### src/rtl/alu_pkg.sv
// Shared definitions for the ALU command driver and its reference model:
// default data width, opcode encodings and the driver FSM state type.
package alu_pkg;

    localparam int unsigned DW_DEF = 8;

    localparam logic [2:0] OP_ADD = 3'd0;
    localparam logic [2:0] OP_SUB = 3'd1;
    localparam logic [2:0] OP_AND = 3'd2;
    localparam logic [2:0] OP_OR  = 3'd3;
    localparam logic [2:0] OP_XOR = 3'd4;
    localparam logic [2:0] OP_NOT = 3'd5;
    localparam logic [2:0] OP_SHL = 3'd6;
    localparam logic [2:0] OP_SHR = 3'd7;

    typedef enum logic [1:0] {
        IDLE = 2'd0,
        WAIT = 2'd1,
        RESP = 2'd2
    } state_t;

endpackage

### src/rtl/alu_ref_model.sv
// Combinational reference ALU: expected {carry, y} for a given opcode and
// operands. ADD/SUB report carry/borrow from bit DW of the widened result;
// every other opcode reports carry 0. Shifts are logical, by one position.
module alu_ref_model
    import alu_pkg::*;
#(
    parameter int unsigned DW = DW_DEF
) (
    input  logic [DW-1:0] i_a,
    input  logic [DW-1:0] i_b,
    input  logic [2:0]    i_op,
    output logic [DW-1:0] o_y,
    output logic          o_carry
);

    logic [DW:0] w_ext;

    // Opcode decode into expected result and carry
    always_comb begin
        w_ext   = '0;
        o_y     = '0;
        o_carry = 1'b0;
        case (i_op)
            OP_ADD: begin
                w_ext   = {1'b0, i_a} + {1'b0, i_b};
                o_y     = w_ext[DW-1:0];
                o_carry = w_ext[DW];
            end
            OP_SUB: begin
                w_ext   = {1'b0, i_a} - {1'b0, i_b};
                o_y     = w_ext[DW-1:0];
                o_carry = w_ext[DW];
            end
            OP_AND:  o_y = i_a & i_b;
            OP_OR:   o_y = i_a | i_b;
            OP_XOR:  o_y = i_a ^ i_b;
            OP_NOT:  o_y = ~i_a;
            OP_SHL:  o_y = i_a << 1;
            OP_SHR:  o_y = i_a >> 1;
            default: o_y = '0;
        endcase
    end

endmodule

### src/rtl/alu_cmd_driver.sv
// Sequential initiator for the combinational ALU. Accepts a command over a
// valid/ready handshake, drives registered operands/opcode to the ALU, waits
// SETTLE_CYCLES edges, captures y/carry and returns them with status over a
// second valid/ready handshake.
// Optional build macro ALU_CHECK_EN: adds an internal reference model and
// flags rsp_err when the ALU result differs from it; otherwise rsp_err is 0.
module alu_cmd_driver
    import alu_pkg::*;
#(
    parameter int unsigned DW            = DW_DEF,
    parameter int unsigned SETTLE_CYCLES = 1,
    parameter int unsigned CNT_W         = 8
) (
    input  logic             clk,
    input  logic             rst_n,
    input  logic             cmd_valid,
    output logic             cmd_ready,
    input  logic [DW-1:0]    cmd_a,
    input  logic [DW-1:0]    cmd_b,
    input  logic [2:0]       cmd_op,
    output logic [DW-1:0]    alu_a,
    output logic [DW-1:0]    alu_b,
    output logic [2:0]       alu_s,
    input  logic [DW-1:0]    alu_y,
    input  logic             alu_carry,
    output logic             rsp_valid,
    input  logic             rsp_ready,
    output logic [DW-1:0]    rsp_y,
    output logic             rsp_carry,
    output logic             rsp_zero,
    output logic             rsp_err,
    output logic [CNT_W-1:0] op_cnt
);

    // Settle counter is sized for the full legal range 1..15
    localparam int unsigned SCW = 4;

    state_t            r_state;
    state_t            w_next_state;
    logic [SCW-1:0]    r_cnt;
    logic [DW-1:0]     r_alu_a;
    logic [DW-1:0]     r_alu_b;
    logic [2:0]        r_alu_s;
    logic              r_rsp_valid;
    logic [DW-1:0]     r_rsp_y;
    logic              r_rsp_carry;
    logic              r_rsp_zero;
    logic [CNT_W-1:0]  r_op_cnt;

    logic              w_cmd_ready;
    logic              w_cmd_fire;
    logic              w_capture;
    logic              w_rsp_fire;

    // FSM state register
    always_ff @(posedge clk or negedge rst_n) begin
        if (!rst_n) begin
            r_state <= IDLE;
        end else begin
            r_state <= w_next_state;
        end
    end

    // Next-state and handshake decode; cmd_ready depends on state only
    always_comb begin
        w_next_state = r_state;
        w_cmd_ready  = 1'b0;
        w_cmd_fire   = 1'b0;
        w_capture    = 1'b0;
        w_rsp_fire   = 1'b0;
        case (r_state)
            IDLE: begin
                w_cmd_ready = 1'b1;
                if (cmd_valid) begin
                    w_cmd_fire   = 1'b1;
                    w_next_state = WAIT;
                end
            end
            WAIT: begin
                if (r_cnt == SCW'(1)) begin
                    w_capture    = 1'b1;
                    w_next_state = RESP;
                end
            end
            RESP: begin
                if (r_rsp_valid && rsp_ready) begin
                    w_rsp_fire   = 1'b1;
                    w_next_state = IDLE;
                end
            end
            default: w_next_state = IDLE;
        endcase
    end

    // ALU operand/opcode registers, updated only on a command handshake
    always_ff @(posedge clk or negedge rst_n) begin
        if (!rst_n) begin
            r_alu_a <= '0;
            r_alu_b <= '0;
            r_alu_s <= '0;
        end else if (w_cmd_fire) begin
            r_alu_a <= cmd_a;
            r_alu_b <= cmd_b;
            r_alu_s <= cmd_op;
        end
    end

    // Settle counter: loaded on accept, counts down while waiting
    always_ff @(posedge clk or negedge rst_n) begin
        if (!rst_n) begin
            r_cnt <= '0;
        end else if (w_cmd_fire) begin
            r_cnt <= SCW'(SETTLE_CYCLES);
        end else if (r_state == WAIT) begin
            r_cnt <= r_cnt - SCW'(1);
        end
    end

    // Response capture and hold until the host takes it
    always_ff @(posedge clk or negedge rst_n) begin
        if (!rst_n) begin
            r_rsp_valid <= 1'b0;
            r_rsp_y     <= '0;
            r_rsp_carry <= 1'b0;
            r_rsp_zero  <= 1'b0;
        end else if (w_capture) begin
            r_rsp_valid <= 1'b1;
            r_rsp_y     <= alu_y;
            r_rsp_carry <= alu_carry;
            r_rsp_zero  <= (alu_y == '0);
        end else if (w_rsp_fire) begin
            r_rsp_valid <= 1'b0;
        end
    end

    // Completed-response counter, wraps at 2**CNT_W
    always_ff @(posedge clk or negedge rst_n) begin
        if (!rst_n) begin
            r_op_cnt <= '0;
        end else if (w_rsp_fire) begin
            r_op_cnt <= r_op_cnt + CNT_W'(1);
        end
    end

`ifdef ALU_CHECK_EN
    logic [DW-1:0] w_exp_y;
    logic          w_exp_carry;
    logic          r_rsp_err;

    alu_ref_model #(
        .DW (DW)
    ) u_ref (
        .i_a     (r_alu_a),
        .i_b     (r_alu_b),
        .i_op    (r_alu_s),
        .o_y     (w_exp_y),
        .o_carry (w_exp_carry)
    );

    // Self-check flag, captured alongside the response and held with it
    always_ff @(posedge clk or negedge rst_n) begin
        if (!rst_n) begin
            r_rsp_err <= 1'b0;
        end else if (w_capture) begin
            r_rsp_err <= ({w_exp_carry, w_exp_y} != {alu_carry, alu_y});
        end
    end

    assign rsp_err = r_rsp_err;
`else
    assign rsp_err = 1'b0;
`endif

    assign cmd_ready = w_cmd_ready;
    assign alu_a     = r_alu_a;
    assign alu_b     = r_alu_b;
    assign alu_s     = r_alu_s;
    assign rsp_valid = r_rsp_valid;
    assign rsp_y     = r_rsp_y;
    assign rsp_carry = r_rsp_carry;
    assign rsp_zero  = r_rsp_zero;
    assign op_cnt    = r_op_cnt;

endmodule
### config.mk
export PLATFORM = sky130hd
export DESIGN_NAME = alu_cmd_driver
export DESIGN_NICKNAME = d
export VERILOG_FILES = /design/src/rtl/alu_pkg.sv /design/src/rtl/alu_ref_model.sv /design/src/rtl/alu_cmd_driver.sv
export SDC_FILE = /design/constraint.sdc
export NUM_CORES = 1
export LEC_CHECK = 0
export CAP_MARGIN = 40
export CORE_MARGIN = 2
export CORE_UTILIZATION = 46
export CTS_CLUSTER_SIZE = 10
export DETAILED_ROUTE_END_ITERATION = 8
export HOLD_SLACK_MARGIN = 0.15
export PLACE_DENSITY = 0.88
export SETUP_SLACK_MARGIN = 0.4
export SLEW_MARGIN = 10
export SYNTH_ARGS = -nofsm -noshare
export SYNTH_HDL_FRONTEND = slang
export SYNTH_HIERARCHICAL = 1
export SYNTH_SLANG_ARGS = --single-unit
### constraint.sdc
create_clock -name clk -period 3.25 [get_ports clk]
set_clock_uncertainty 0.15 [all_clocks]
set_input_delay 0.325 -clock clk [delete_from_list [all_inputs] [get_ports clk]]
set_output_delay 0.325 -clock clk [all_outputs]
set_load 0.1 [all_outputs]
==> reports/results.ini, run 1 <==
[detailed_routing]
via_per_inst = 4.88
first_iter_violations = 89
drtAntennaViolNets = 0
post_drt_wl_per_cell_um = 15.4
wl_met3_um = 303
finalWirelength_mm = 4.51
wl_met1_mm = 1.85
wl_met2_mm = 2.31
detail_route.drc_violations = 0
first_pass_iters = 4
highest_layer = met4
via_count = 1424

[floorplanning]
die_area_sq_um = 4570
rows = 23
die_w_um = 67.6
die_h_um = 67.6
start_util = 0.472
io_pins = 72
core_area_sq_um = 3940

[global_routing]
grt_pass1_vias = 1524
grt_pass1_wl_mm = 7.27
grt.total_usage = 0.222
antenna_found_initial = 0
grt_max_degree = 26
overflow = 0

[final_layout]
fin_util = 0.819
fin_nets = 276
area_delta_synth_final_pct = 73.6
n_antenna_cell = 0
finalNonFillerCells = 292
post_route_cells_drive_above_1_share = 0.331

[timing]
finalHoldViolCount = 0
final-max-slew-violation-count = 0
fin_crit_sh = 0.605
max_slew_margin = 0.611
fin_crit_ps = 1970
setup_viol = 0
tightest_slew_ps = 582
worst_slack_ps = 1280
rsz0062_at_grt = false
max_clock_freq_mhz = 508
tns_ps = 0

[clock_network]
cts_num_sinks = 44
path_clk_slew_ps = 80
max-clock-path-buffers = 2
cts_resized = 0
cts_tree = built
insertion_delay_ps = 300
cts_buffers = 5
h-tree-depth = 2
cts_root_buffer = clkbuf_8

[synth]
synth.most_common_cell = dfrtp_1
synthCells = 133
synth_warnings = 6
synth_nets = 168
ys_ff_latch = 44
synth_area_sq_um = 1860
synth.area.top_cells = dfrtp_1, mux2_2, mux2_4
synth_area_per_cell_sq_um = 14.0
ys.flop_type = dfrtp_1
synth_cell_types = 33
synth_largest_area_cell = dfrtp_1
ys_seq_area_frac = 0.592
synthArstFlopShare = 1.00
synth_top_area_frac = 0.592
netlist_top_cells_count = dfrtp_1, mux2_2, nand2_1
synth_enable_flop_cells = 0

[placement]
hpwl_mm = 3.49
dp_slack_ps = 1290
io_buffers = 70
post-place-cells = 283
place.gp.congestion = 0.668

[worst_setup_path]
worstSetupEndpointType = output port
start_kind = register
crit_type = register to output port
cp.arrival_ps = 1490
rr_startpoint = r_cnt[1]
cp_max_fo = 5
cp.required_ps = 2770
crit_start = op_cnt[1]

[min_path]
hp-class = register to register
hp-start = op_cnt[7]

[flow_run]
drv_cap = 0

[run_status]
outcome = completed

[layout make-up]
class	count	area, sq um
repair buffers	106	1260
multi-input cells	81	702
fillers	208	713
clock buffers	7	86.3
inverters	3	11.3
flip-flops and latches	44	1100
clock inverters	1	7.51
well taps	50	62.6
[path summary, 6_finish.rpt]
kind,cells after the start,end,slack (ps)
worst max-delay path,2,op_cnt[1],1280
worst min-delay path,1,op_cnt[7],340
worst max register to register,5,rsp_y[0],1310
worst min register to register,1,op_cnt[7],340
max in group asynchronous,3,r_state[0],2110
min in group asynchronous,2,alu_b[1],370
[per-layer routing]
layer,track usage,up-vias
met2,0.375,60
met3,0.0650,4
met5,0,-
met4,0.0765,0
met1,0.271,687
li1,-,673
[per-stage QoR]
stage               hold slack, ps  instance area (sq um)
floorplan                     -121                   1860
global route                   352                   3230
CTS                            333                   3230
detailed placement             163                   3130
global placement               305                   2560
finish                         339                   3230
[critical path: stages (launching register included)]
cell             delay, ps
dfrtp_1                420
clkdlybuf4s50_1        560
buf_8                  210
[kinds of logic (layout without fill, tap and decap cells)]
group                      Yosys count  after routing  synth area share
buffers and inverters                8            117            0.0309
DFF                                 44             44             0.592
and+or+nand+nor                     34             34            0.0995
AOI/OAI and AO/OA                    6              6            0.0215
xor gates and xnor gates             7              7            0.0330
other                                1              1           0.00202
muxes                               30             30             0.201
adders and majority gates            3              3            0.0202
[registers in the layout (all words and copies together), names as in the netlist]
name and flops:
r_state 2, op_cnt 8, rsp_carry 1, r_cnt 4, rsp_zero 1, alu_s 3, alu_b 8, alu_a 8
rsp_valid 1, rsp_y 8
[what timing repair did]
action | 4_1_cts | 5_1_grt
hold endpoints to repair | 19 | 0
hold buffers | 1 | 0
setup buffers | 0 | 0
[placed cells by master, fill, tap and decap left out, types with 2 or more instances in the layout]
cell type,n
mux2_2,19
buf_4,7
ha_1,3
dfrtp_1,44
nand2_1,14
clkbuf_8,6
o21ai_0,2
mux2_4,10
clkdlybuf4s50_1,63
nor3_1,2
nor4_1,2
nand3_1,2
buf_16,4
inv_1,3
xnor2_1,5
buf_8,30
xor2_1,2
nand3b_1,2
nand4_1,3
Power of run 1 is left out: the tool's default activity adds up to more than one toggle a clock period on the data nets, which glitch-free logic cannot reach.
==> run 2, diff against run 1 <==
--- a/config.mk
+++ b/config.mk
@@ -7,11 +7,11 @@
 export LEC_CHECK = 0
 export CAP_MARGIN = 40
 export CORE_MARGIN = 2
-export CORE_UTILIZATION = 46
+export CORE_UTILIZATION = 39
 export CTS_CLUSTER_SIZE = 10
 export DETAILED_ROUTE_END_ITERATION = 8
 export HOLD_SLACK_MARGIN = 0.15
-export PLACE_DENSITY = 0.88
+export PLACE_DENSITY = 0.79
 export SETUP_SLACK_MARGIN = 0.4
 export SLEW_MARGIN = 10
 export SYNTH_ARGS = -nofsm -noshare
==> constraint.sdc (replaced) <==
create_clock -name clk -period 1.8 [get_ports clk]
set_clock_uncertainty 0.15 [all_clocks]
set_input_delay 0.18 -clock clk [delete_from_list [all_inputs] [get_ports clk]]
set_output_delay 0.18 -clock clk [all_outputs]
set_load 0.1 [all_outputs]
==> run 2 against run 1 <==
  * Highest routed layer unchanged
  * Setup slack worse by 1200 ps
  * Critical path type is now register to register
  * Global-route usage shrank 3.3 points
  * Critical path depth up 5
==> reports/results.ini, run 2 (synthesis gave the netlist of run 1 again) <==
[detailed_routing]
finalWirelength_mm = 4.51
first_iter_violations = 68
first_pass_iters = 4
detail_route.drc_violations = 0
via_count = 1385
via_per_inst = 4.89
post_drt_wl_per_cell_um = 15.9
drtAntennaViolNets = 0

[floorplanning]
rows = 25
io_pins = 72
start_util = 0.399
die_area_sq_um = 5340
die_w_um = 73.1
die_h_um = 73.1
core_area_sq_um = 4660

[worst_setup_path]
ff2ff_path_depth = 7
r2r_setup_slack_ps = 70
worstSetupEndpointType = register
crit_type = register to register
worstReg2RegEnd = rsp_y[7]
cp.arrival_ps = 1750
worstPathCellList = inv_2 > ha_4 > nor3b_4 > nand3b_1 > buf_6 > buf_12 > mux2_2
start_kind = register
cp_max_fo = 6
cp.required_ps = 1830
crit_start = r_cnt[1]
slowest_delay_ps = 410
cpMaxStageDelayCell = dfrtp_1
crit_path_end = rsp_y[7]
rr_startpoint = r_cnt[1]

[clock_network]
h-tree-depth = 2
path_clk_slew_ps = 80
max-clock-path-buffers = 2
insertion_delay_ps = 290
cts_root_buffer = clkbuf_8
cts_buffers = 5
cts_tree = built
cts_num_sinks = 44

[timing]
final-max-slew-violation-count = 0
finalHoldViolCount = 0
holdWs_ps = 229
max_clock_freq_mhz = 579
rsz0062_at_grt = true
setup_viol = 0
fin_crit_sh = 0.959
fin_crit_ps = 1730

[global_routing]
grt_pass1_vias = 1493
grt.total_usage = 0.190
antenna_found_initial = 0
grt_pass1_wl_mm = 7.62
grt_max_degree = 28
overflow = 0

[final_layout]
post_route_cells_drive_above_1_share = 0.555
final_common_cell = buf_12
n_antenna_cell = 0
fin_nets = 263
most-common-layout-cells = buf_12, dfrtp_1, clkdlybuf4s50_1, mux2_4, mux2_2
area_delta_synth_final_pct = 87.8
final_area_sq_um = 3490

[placement]
placed_area_sq_um = 3090
place.gp.congestion = 0.719
hpwl_mm = 3.05
io_buffers = 70

[min_path]
hp-class = input port to async pin

[flow_run]
drv_cap = 0

[run_status]
outcome = completed

## run 2: final cells by class
class,instances,area [sq um]
Multi-Input combinational cell,81,838
Clock inverter,2,10.0
Sequential cell,44,1130
Clock buffer,6,82.6
Inverter,3,11.3
Tap cell,54,67.6
Timing Repair Buffer,93,1360
Fill cell,287,1170
## run 2: repair_timing
action / in CTS / in global routing
gates resized for setup: 25 / 12
setup endpoints to repair: 38 / 43
pin swaps: 6 / 8
gates cloned: 1 / 0
endpoints found under the hold margin: 44 / 0
hold buffers: 1 / 0
buffers inserted: 16 / 1
## run 2: metrics by stage
stage	utilization	setup TNS [ps]	setup WS [ps]	cells
5_1_grt	0.750	0	28.4	283
2_1_floorplan	-	-3850	-261	133
3_3_place_gp	0.662	0	139	256
4_1_cts	0.739	0	142	282
6_report	0.750	0	74.0	283
3_5_place_dp	0.662	0	107	256
## run 2: worst min path at each step
stage / to / slack, ps / depth (start not counted)
finish: op_cnt[5] / 230 / 2
global placement: op_cnt[5] / -0.08 / 1
detailed placement: op_cnt[5] / 3 / 1
global route: rsp_y[1] / 260 / 2
floorplan: alu_a[0] / -270 / 0
CTS: rsp_y[2] / 220 / 2
## run 2: worst max-delay path, delay by kind of cell (launching register included)
kind	cells	cell delay (ps)
fa+ha+maj	1	120
mux	1	260
flops	1	410
buf+inv	3	370
simple gates	2	310
## run 2: metal layers
layer | part of all wire | wire (um) | up-vias | track usage
li1 | - | - | 647 | -
met1 | 0.43 | 1960 | 675 | 0.239
met2 | 0.49 | 2200 | 56 | 0.318
met3 | 0.061 | 277 | 7 | 0.0442
met4 | 0.016 | 74 | 0 | 0.0679
met5 | 0 | 0 | - | 0
Power of run 2 is left out for the same reason.
